<file path="src/rtl/clb_param_if.sv">
// clb_param_if: signal bundle for one configurable logic block.
//   Logic side  : IN (logic inputs), CE, SR, OUT (cell outputs)
//   Config side : CFG_DIN, CFG_EN, CFG_COMMIT, CFG_DOUT, CFG_DONE, CFG_ERR
//                 and CFG_READ when CLB_READBACK_EN is defined.
//   master modport drives the inputs of the block, slave modport is the block.
interface clb_param_if #(
    parameter int N_IN    = 4,
    parameter int N_CELLS = 2
);
    logic [N_IN-1:0]    IN;
    logic               CE;
    logic               SR;
    logic               CFG_DIN;
    logic               CFG_EN;
    logic               CFG_COMMIT;
`ifdef CLB_READBACK_EN
    logic               CFG_READ;
`endif
    logic               CFG_DOUT;
    logic               CFG_DONE;
    logic               CFG_ERR;
    logic [N_CELLS-1:0] OUT;

    modport master (
`ifdef CLB_READBACK_EN
        output CFG_READ,
`endif
        output IN, CE, SR, CFG_DIN, CFG_EN, CFG_COMMIT,
        input  CFG_DOUT, CFG_DONE, CFG_ERR, OUT
    );

    modport slave (
`ifdef CLB_READBACK_EN
        input  CFG_READ,
`endif
        input  IN, CE, SR, CFG_DIN, CFG_EN, CFG_COMMIT,
        output CFG_DOUT, CFG_DONE, CFG_ERR, OUT
    );
endinterface

</file>
<file path="src/rtl/clb_param.sv">
// clb_param: parametrised configurable logic block (fabric tile).
//   N_CELLS cells, each a LUT_K-input LUT whose inputs are picked by a per-input
//   source select (IN bits or registered cell outputs), with an optional output
//   register carrying a synchronous set/reset value.
//   Configuration is shifted serially into a shadow frame and copied to the
//   active frame by an atomic commit; CFG_DOUT = shadow bit 0 for daisy-chaining.
// Ports:
//   K      - clock, rising edge
//   RST_N  - asynchronous active-low reset
//   bus    - clb_param_if.slave (logic inputs/outputs and config chain)
// Optional feature: define CLB_READBACK_EN to add CFG_READ, which copies the
//   active frame into the shadow so it can be streamed out on CFG_DOUT.
// Cell field layout (LSB first, at offset c*CW):
//   LUT[2**LUT_K], SEL0..SEL(LUT_K-1)[SEL_W], OUT_REG, SR_EN, SRVAL
module clb_param #(
    parameter int LUT_K   = 4,
    parameter int N_IN    = 4,
    parameter int N_CELLS = 2
) (
    input logic        K,
    input logic        RST_N,
    clb_param_if.slave bus
);
    localparam int SEL_W    = $clog2(N_IN + N_CELLS);
    localparam int LUT_W    = 2 ** LUT_K;
    localparam int CW       = LUT_W + LUT_K * SEL_W + 3;
    localparam int FRAME_W  = N_CELLS * CW;
    localparam int CNT_W    = $clog2(FRAME_W + 2);
    localparam int SRC_W    = 2 ** SEL_W;
    localparam int OREG_OFS = LUT_W + LUT_K * SEL_W;

    typedef enum logic [1:0] {
        ST_UNCFG  = 2'd0,
        ST_LOAD   = 2'd1,
        ST_RUN    = 2'd2,
        ST_RELOAD = 2'd3
    } state_t;

    state_t                           state_q, state_d;
    logic [FRAME_W-1:0]               shadow_q, shadow_d;
    logic [FRAME_W-1:0]               active_q, active_d;
    logic [N_CELLS-1:0]               q_q, q_d;
    logic [CNT_W-1:0]                 cnt_q, cnt_d;
    logic                             err_q, err_d;

    logic                             done_s;
    logic                             loading_s;
    logic                             good_commit_s;
    logic                             bad_commit_s;
    logic                             read_s;
    logic [SRC_W-1:0]                 src_s;
    logic [N_CELLS-1:0][LUT_K-1:0]    idx_s;
    logic [N_CELLS-1:0][LUT_W-1:0]    lut_s;
    logic [N_CELLS-1:0]               f_s;
    logic [N_CELLS-1:0]               out_s;

    // A commit is only good with a complete frame and no shift in the same cycle.
    assign good_commit_s = bus.CFG_COMMIT & ~bus.CFG_EN & loading_s
                         & (cnt_q == CNT_W'(FRAME_W));
    assign bad_commit_s  = bus.CFG_COMMIT & ~good_commit_s;

`ifdef CLB_READBACK_EN
    assign read_s = bus.CFG_READ & ~bus.CFG_EN & done_s;
`else
    assign read_s = 1'b0;
`endif

    // State register.
    always_ff @(posedge K or negedge RST_N) begin
        if (!RST_N) begin
            state_q <= ST_UNCFG;
        end else begin
            state_q <= state_d;
        end
    end

    // Next-state logic: commit outcome takes priority over starting a load.
    always_comb begin
        state_d = state_q;
        case (state_q)
            ST_UNCFG: begin
                if (bad_commit_s)     state_d = ST_UNCFG;
                else if (bus.CFG_EN)  state_d = ST_LOAD;
                else                  state_d = ST_UNCFG;
            end
            ST_LOAD: begin
                if (good_commit_s)     state_d = ST_RUN;
                else if (bad_commit_s) state_d = ST_UNCFG;
                else                   state_d = ST_LOAD;
            end
            ST_RUN: begin
                if (bad_commit_s)     state_d = ST_RUN;
                else if (bus.CFG_EN)  state_d = ST_RELOAD;
                else                  state_d = ST_RUN;
            end
            ST_RELOAD: begin
                if (good_commit_s || bad_commit_s) state_d = ST_RUN;
                else                               state_d = ST_RELOAD;
            end
            default: state_d = ST_UNCFG;
        endcase
    end

    // State decode outputs.
    always_comb begin
        done_s    = (state_q == ST_RUN) || (state_q == ST_RELOAD);
        loading_s = (state_q == ST_LOAD) || (state_q == ST_RELOAD);
    end

    // Source vector seen by every SEL: IN bits, then cell Q feedback, rest zero.
    always_comb begin
        src_s                  = '0;
        src_s[N_IN-1:0]        = bus.IN;
        src_s[N_IN +: N_CELLS] = q_q;
    end

    // LUT evaluation and output mux for each cell (active frame only).
    always_comb begin
        idx_s = '0;
        lut_s = '0;
        f_s   = '0;
        out_s = '0;
        for (int c = 0; c < N_CELLS; c++) begin
            lut_s[c] = active_q[c*CW +: LUT_W];
            for (int i = 0; i < LUT_K; i++) begin
                idx_s[c][i] = src_s[active_q[c*CW + LUT_W + i*SEL_W +: SEL_W]];
            end
            f_s[c] = lut_s[c][idx_s[c]];
            if (active_q[c*CW + OREG_OFS]) out_s[c] = q_q[c];
            else                           out_s[c] = f_s[c];
        end
    end

    // Config chain, commit handling and cell register next values.
    always_comb begin
        shadow_d = shadow_q;
        active_d = active_q;
        cnt_d    = cnt_q;
        err_d    = err_q;
        q_d      = q_q;

        if (bus.CFG_EN) begin
            shadow_d = {bus.CFG_DIN, shadow_q[FRAME_W-1:1]};
            // Saturate one past a full frame so an over-long load is still rejected.
            if (cnt_q != CNT_W'(FRAME_W + 1)) cnt_d = cnt_q + CNT_W'(1);
            else                              cnt_d = cnt_q;
        end else if (read_s) begin
            shadow_d = active_q;
            cnt_d    = '0;
        end else begin
            shadow_d = shadow_q;
        end

        if (good_commit_s) begin
            active_d = shadow_q;
            cnt_d    = '0;
            err_d    = 1'b0;
        end else if (bad_commit_s) begin
            cnt_d    = '0;
            err_d    = 1'b1;
        end else begin
            active_d = active_q;
        end

        for (int c = 0; c < N_CELLS; c++) begin
            if (good_commit_s)
                q_d[c] = shadow_q[c*CW + OREG_OFS + 2];
            else if (done_s && active_q[c*CW + OREG_OFS + 1] && bus.SR)
                q_d[c] = active_q[c*CW + OREG_OFS + 2];
            else if (done_s && bus.CE)
                q_d[c] = f_s[c];
            else
                q_d[c] = q_q[c];
        end
    end

    // Datapath registers.
    always_ff @(posedge K or negedge RST_N) begin
        if (!RST_N) begin
            shadow_q <= '0;
            active_q <= '0;
            q_q      <= '0;
            cnt_q    <= '0;
            err_q    <= 1'b0;
        end else begin
            shadow_q <= shadow_d;
            active_q <= active_d;
            q_q      <= q_d;
            cnt_q    <= cnt_d;
            err_q    <= err_d;
        end
    end

    assign bus.CFG_DOUT = shadow_q[0];
    assign bus.CFG_DONE = done_s;
    assign bus.CFG_ERR  = err_q;
    assign bus.OUT      = out_s;
endmodule
</file>
<file path="src/flat_wrapper.sv">
// flat-port wrapper written by rule: the top's interface ports become plain ports
module clb_param_flat 
#(
    parameter int LUT_K   = 4,
    parameter int N_IN    = 4,
    parameter int N_CELLS = 2
)
  (K, RST_N, bus_IN, bus_CE, bus_SR, bus_CFG_DIN, bus_CFG_EN, bus_CFG_COMMIT, bus_CFG_DOUT, bus_CFG_DONE, bus_CFG_ERR, bus_OUT);
  clb_param_if #(.N_IN(N_IN), .N_CELLS(N_CELLS)) bus_i ();
  input logic K;
  input logic RST_N;
  input wire logic [$bits(bus_i.IN)-1:0] bus_IN;
  input wire logic [$bits(bus_i.CE)-1:0] bus_CE;
  input wire logic [$bits(bus_i.SR)-1:0] bus_SR;
  input wire logic [$bits(bus_i.CFG_DIN)-1:0] bus_CFG_DIN;
  input wire logic [$bits(bus_i.CFG_EN)-1:0] bus_CFG_EN;
  input wire logic [$bits(bus_i.CFG_COMMIT)-1:0] bus_CFG_COMMIT;
  output wire logic [$bits(bus_i.CFG_DOUT)-1:0] bus_CFG_DOUT;
  output wire logic [$bits(bus_i.CFG_DONE)-1:0] bus_CFG_DONE;
  output wire logic [$bits(bus_i.CFG_ERR)-1:0] bus_CFG_ERR;
  output wire logic [$bits(bus_i.OUT)-1:0] bus_OUT;
  assign bus_i.IN = bus_IN;
  assign bus_i.CE = bus_CE;
  assign bus_i.SR = bus_SR;
  assign bus_i.CFG_DIN = bus_CFG_DIN;
  assign bus_i.CFG_EN = bus_CFG_EN;
  assign bus_i.CFG_COMMIT = bus_CFG_COMMIT;
  assign bus_CFG_DOUT = bus_i.CFG_DOUT;
  assign bus_CFG_DONE = bus_i.CFG_DONE;
  assign bus_CFG_ERR = bus_i.CFG_ERR;
  assign bus_OUT = bus_i.OUT;
  clb_param #(.LUT_K(LUT_K), .N_IN(N_IN), .N_CELLS(N_CELLS)) u_core (.K(K), .RST_N(RST_N), .bus(bus_i));
endmodule
</file>
<file path="config.mk">
export PLATFORM = sky130hd
export DESIGN_NAME = clb_param_flat
export DESIGN_NICKNAME = d
export VERILOG_FILES = /design/src/rtl/clb_param_if.sv /design/src/rtl/clb_param.sv /design/src/flat_wrapper.sv
export SDC_FILE = /design/constraint.sdc
export NUM_CORES = 1
export LEC_CHECK = 0
export CAP_MARGIN = 20
export CORE_MARGIN = 2
export CORE_UTILIZATION = 62
export DETAILED_ROUTE_END_ITERATION = 7
export PLACE_DENSITY = 0.79
export SYNTH_ARGS = -nofsm -noshare
export SYNTH_HDL_FRONTEND = slang
export SYNTH_SLANG_ARGS = --single-unit
</file>
<file path="constraint.sdc">
create_clock -name K -period 3.55 [get_ports K]
set_input_delay 0.71 -clock K [delete_from_list [all_inputs] [get_ports K]]
set_output_delay 0.71 -clock K [all_outputs]
set_load 0.03 [all_outputs]
</file>
==> summary.md <==
| Metric | Value |
|---|---|
| Logic pwr share | 0.090 |
| First-pass GRT wire length | 22.6 mm |
| CP Data Required Time | 2.84 ns |
| Sw Share | 0.239 |
| Die area | 11000 µm² |
| Routed Antenna Nets | 0 |
| Synth warn | 0 |
| Pwr/cell area | 498 nW/µm² |
| Syn Inst Count | 479 |
| First-pass DRT Iterations | 5 |
| Clock Path Buffers | 2 |
| DR vias/cell | 6.33 |
| Post-Place Worst Slack | -0.478 ns |
| Clk pwr share | 0.443 |
| Final hold vios | 0 |
| Crit end category | primary output |
| Crit Path Class | in2out |
| Synth top area cells | dfrtp_1 (53%), mux2_2 (23%), mux2i_1 (1.6%) |
| CTS tree | done |
| Post-synth EDFFs | 0 |
| Main combinational cell family by area after synthesis | multiplexers |
| # rows | 36 |
| Pint | 0.00295 W |
| Fin crit period | 3.68 ns |
| Clock slew at reported path FFs | 0.06 ns |
| RSZ-0062 raised after global routing | yes |
| Layout cells sized above 1 | 0.460 |
| Commonest non-fill, non-tap cells in the layout | dfrtp_1 (129), mux2_2 (123), buf_4 (55) |
| LEAKAGE | 3.61 nW |
| Main synth FF type | dfrtp_1 |
| VDD IR max | 0.515 mV |
| Vias in the first global route | 4443 |
| Slew Viols, Final | 0 |
| Hold Path Cell Cnt | 2 |
| Min-delay worst type | reg2reg |
| Status | complete, but fails checks |
| Synthesized Nets | 492 |
| Gpl congestion | 0.973 |
| First DRT Iteration DRCs | 270 |
| Setup violators final | 2 |
| Post-Synth Adder-Cell Area | 0.00396 |
| Max Clk Rate | 271 MHz |
| Post-route DRC | 0 |
| WL final | 14.1 mm |
| Largest net degree at the start of global routing | 116 |
| Post-DP HPWL | 8.63 mm |
| Area of the mapped netlist | 6310 µm² |
| Setup WS post-layout | -0.134 ns |
| Layout area overhead | 23.0% |
| Tightest Pin Transition | 0.830 ns |
| Buffers on Ports | 15 |
| Mux cell area share after synthesis | 0.260 |
| Ant diodes | 0 |
| Sink Count | 135 |
| WL/cell | 20.1 µm |
| Synth Register Bits | 135 |
| Clock Latency Late Sink | 0.53 ns |
| Ys async rst share | 1.00 |
| Flop pwr share | 0.467 |
| Total track usage | 0.265 |
| Avg Cell Area, Syn | 13.2 µm² |
| Design area | 7770 µm² |
| R2R Setup Slk | 0.90 ns |
| Reg2Reg Depth | 12 |
| Die X | 105 µm |
| Clock tree root driver cell | clkbuf_8 |
| CTS Buf Count | 17 |
| Fin crit share | 1.04 |
| Worst EP arrival | 2.97 ns |
| Post-synthesis sequential area ratio | 0.535 |
| Post-synthesis cell type count | 60 |
| IO Count | 16 |
| Routed vias | 4438 |
| Post-synthesis compound-gate area fraction | 0.100 |
| Final #Nets | 568 |
| H-tree lvl count | 4 |
| Maximum capacitance violations | 0 |
| Top cell type's share of synthesized area | 0.535 |
| Failing checks | negative setup slack |
| Slew headroom | 0.446 |
| Post-Synth Simple-Gate Area | 0.0785 |
| Post-synthesis xor/xnor area fraction | 0.00555 |
| GR Overflow Total | 0 |
| Dpl cell area | 6840 µm² |
| Initial antenna violation count | 0 |
| Switching pwr | 0.000924 W |
| Critical Path Fanout Max | 8 |
| Initial core utilization | 0.643 |
| Final clock skew | 0.00636 ns |
| Cell accounting for the most synthesized area | dfrtp_1 |
| DIE HEIGHT | 105 µm |
| Startpoint types | input pin |
| Most common cell after layout, fill and taps aside | dfrtp_1 |
| Core ar. | 9820 µm² |
-- cell type report --
class	instances	area, µm²
clock buffers	23	467
inverters	9	33.8
clock inverters	9	116
fillers	585	2050
multi-input cells	317	2950
well taps	133	166
repair buffers	75	647
flip-flops and latches	135	3390
-- registers in the layout, summed over array words and instances (netlist names) --
name,flops
u_core.active_q,62
u_core.bus.CFG_ERR,1
u_core.cnt_q,6
u_core.q_q,2
u_core.shadow_q,62
u_core.state_q,2
-- synthesized netlist by cell type (4+ instances only) --
master and number:
dfrtp_1 135, mux2_2 129, nand2_1 25, nor2_1 20
clkbuf_1 16, a2111oi_0 11, mux2i_1 10, inv_1 9
o21ai_0 8, and3_1 7, nor2b_1 7, a211oi_1 6
a32o_1 6, nor3b_1 6, a22oi_1 5, nand4_1 5
a21oi_1 4, a32oi_1 4
-- worst paths after layout --
path,startpoint,end
max,bus_IN[0],bus_OUT[0]
min,u_core.bus.CFG_ERR,u_core.bus.CFG_ERR
max reg2reg,u_core.q_q[1],u_core.q_q[1]
min reg2reg,u_core.bus.CFG_ERR,u_core.bus.CFG_ERR
max in group asynchronous,RST_N,u_core.shadow_q[38]
min in group asynchronous,RST_N,u_core.shadow_q[15]
-- timing repair --
item                                   CTS  global route
resized for setup                       42            13
buffers inserted                        16             6
hold buffers                             0             1
pin swaps                               14             7
endpoints found under the hold margin    0            10
setup endpoints to repair                2             2
-- power by group through the flow --
stage	clock network (W)	logic (W)	registers, W
2_1_floorplan	0	0.000214	0.00178
3_3_place_gp	0	0.000304	0.00181
3_5_place_dp	0	0.000321	0.00183
4_1_cts	0.00173	0.000339	0.00180
5_1_grt	0.00180	0.000379	0.00182
6_report	0.00171	0.000349	0.00181
-- critical path: stages --
cell and delay, ns:
clkdlybuf4s15_2 0.27, mux2_4 0.31, buf_4 0.14, a22oi_1 0.24
nand2_1 0.19, a2111oi_2 0.52, or4_4 0.22, o32a_1 0.13
mux2i_1 0.06, buf_4 0.17
-- cell families (layout without fill, tap and decap cells) --
family	count (synthesis)	after routing
buffers and inverters	27	116
muxes	144	144
AOI/OAI and AO/OA	74	74
adders and majority gates	2	2
and+or+nand+nor	93	93
DFF	135	135
xor gates and xnor gates	4	4
-- routing by layer --
metal  vias up  share of wire  routed length, µm  GRT usage
met1      2262           0.44               6230      0.368
met2       160           0.47               6690      0.400
met3        46          0.056                790     0.0649
li1       1970              -                  -          -
met5         -              0                  0          0
met4         0          0.026                372      0.116
-- metrics by stage --
step / hold WS (ns) / util / setup TNS, ns / cells / power, W
finish: 0.507 / 0.791 / -0.227 / 701 / 0.00387
detailed placement: 0.496 / 0.696 / -0.943 / 645 / 0.00215
CTS: 0.367 / 0.777 / -0.127 / 693 / 0.00388
global placement: 0.479 / 0.696 / -0.813 / 645 / 0.00212
floorplan: 0.414 / - / 0 / 479 / 0.00199
global route: 0.527 / 0.791 / -0.431 / 701 / 0.00400
(Power assumes the default switching activity.)
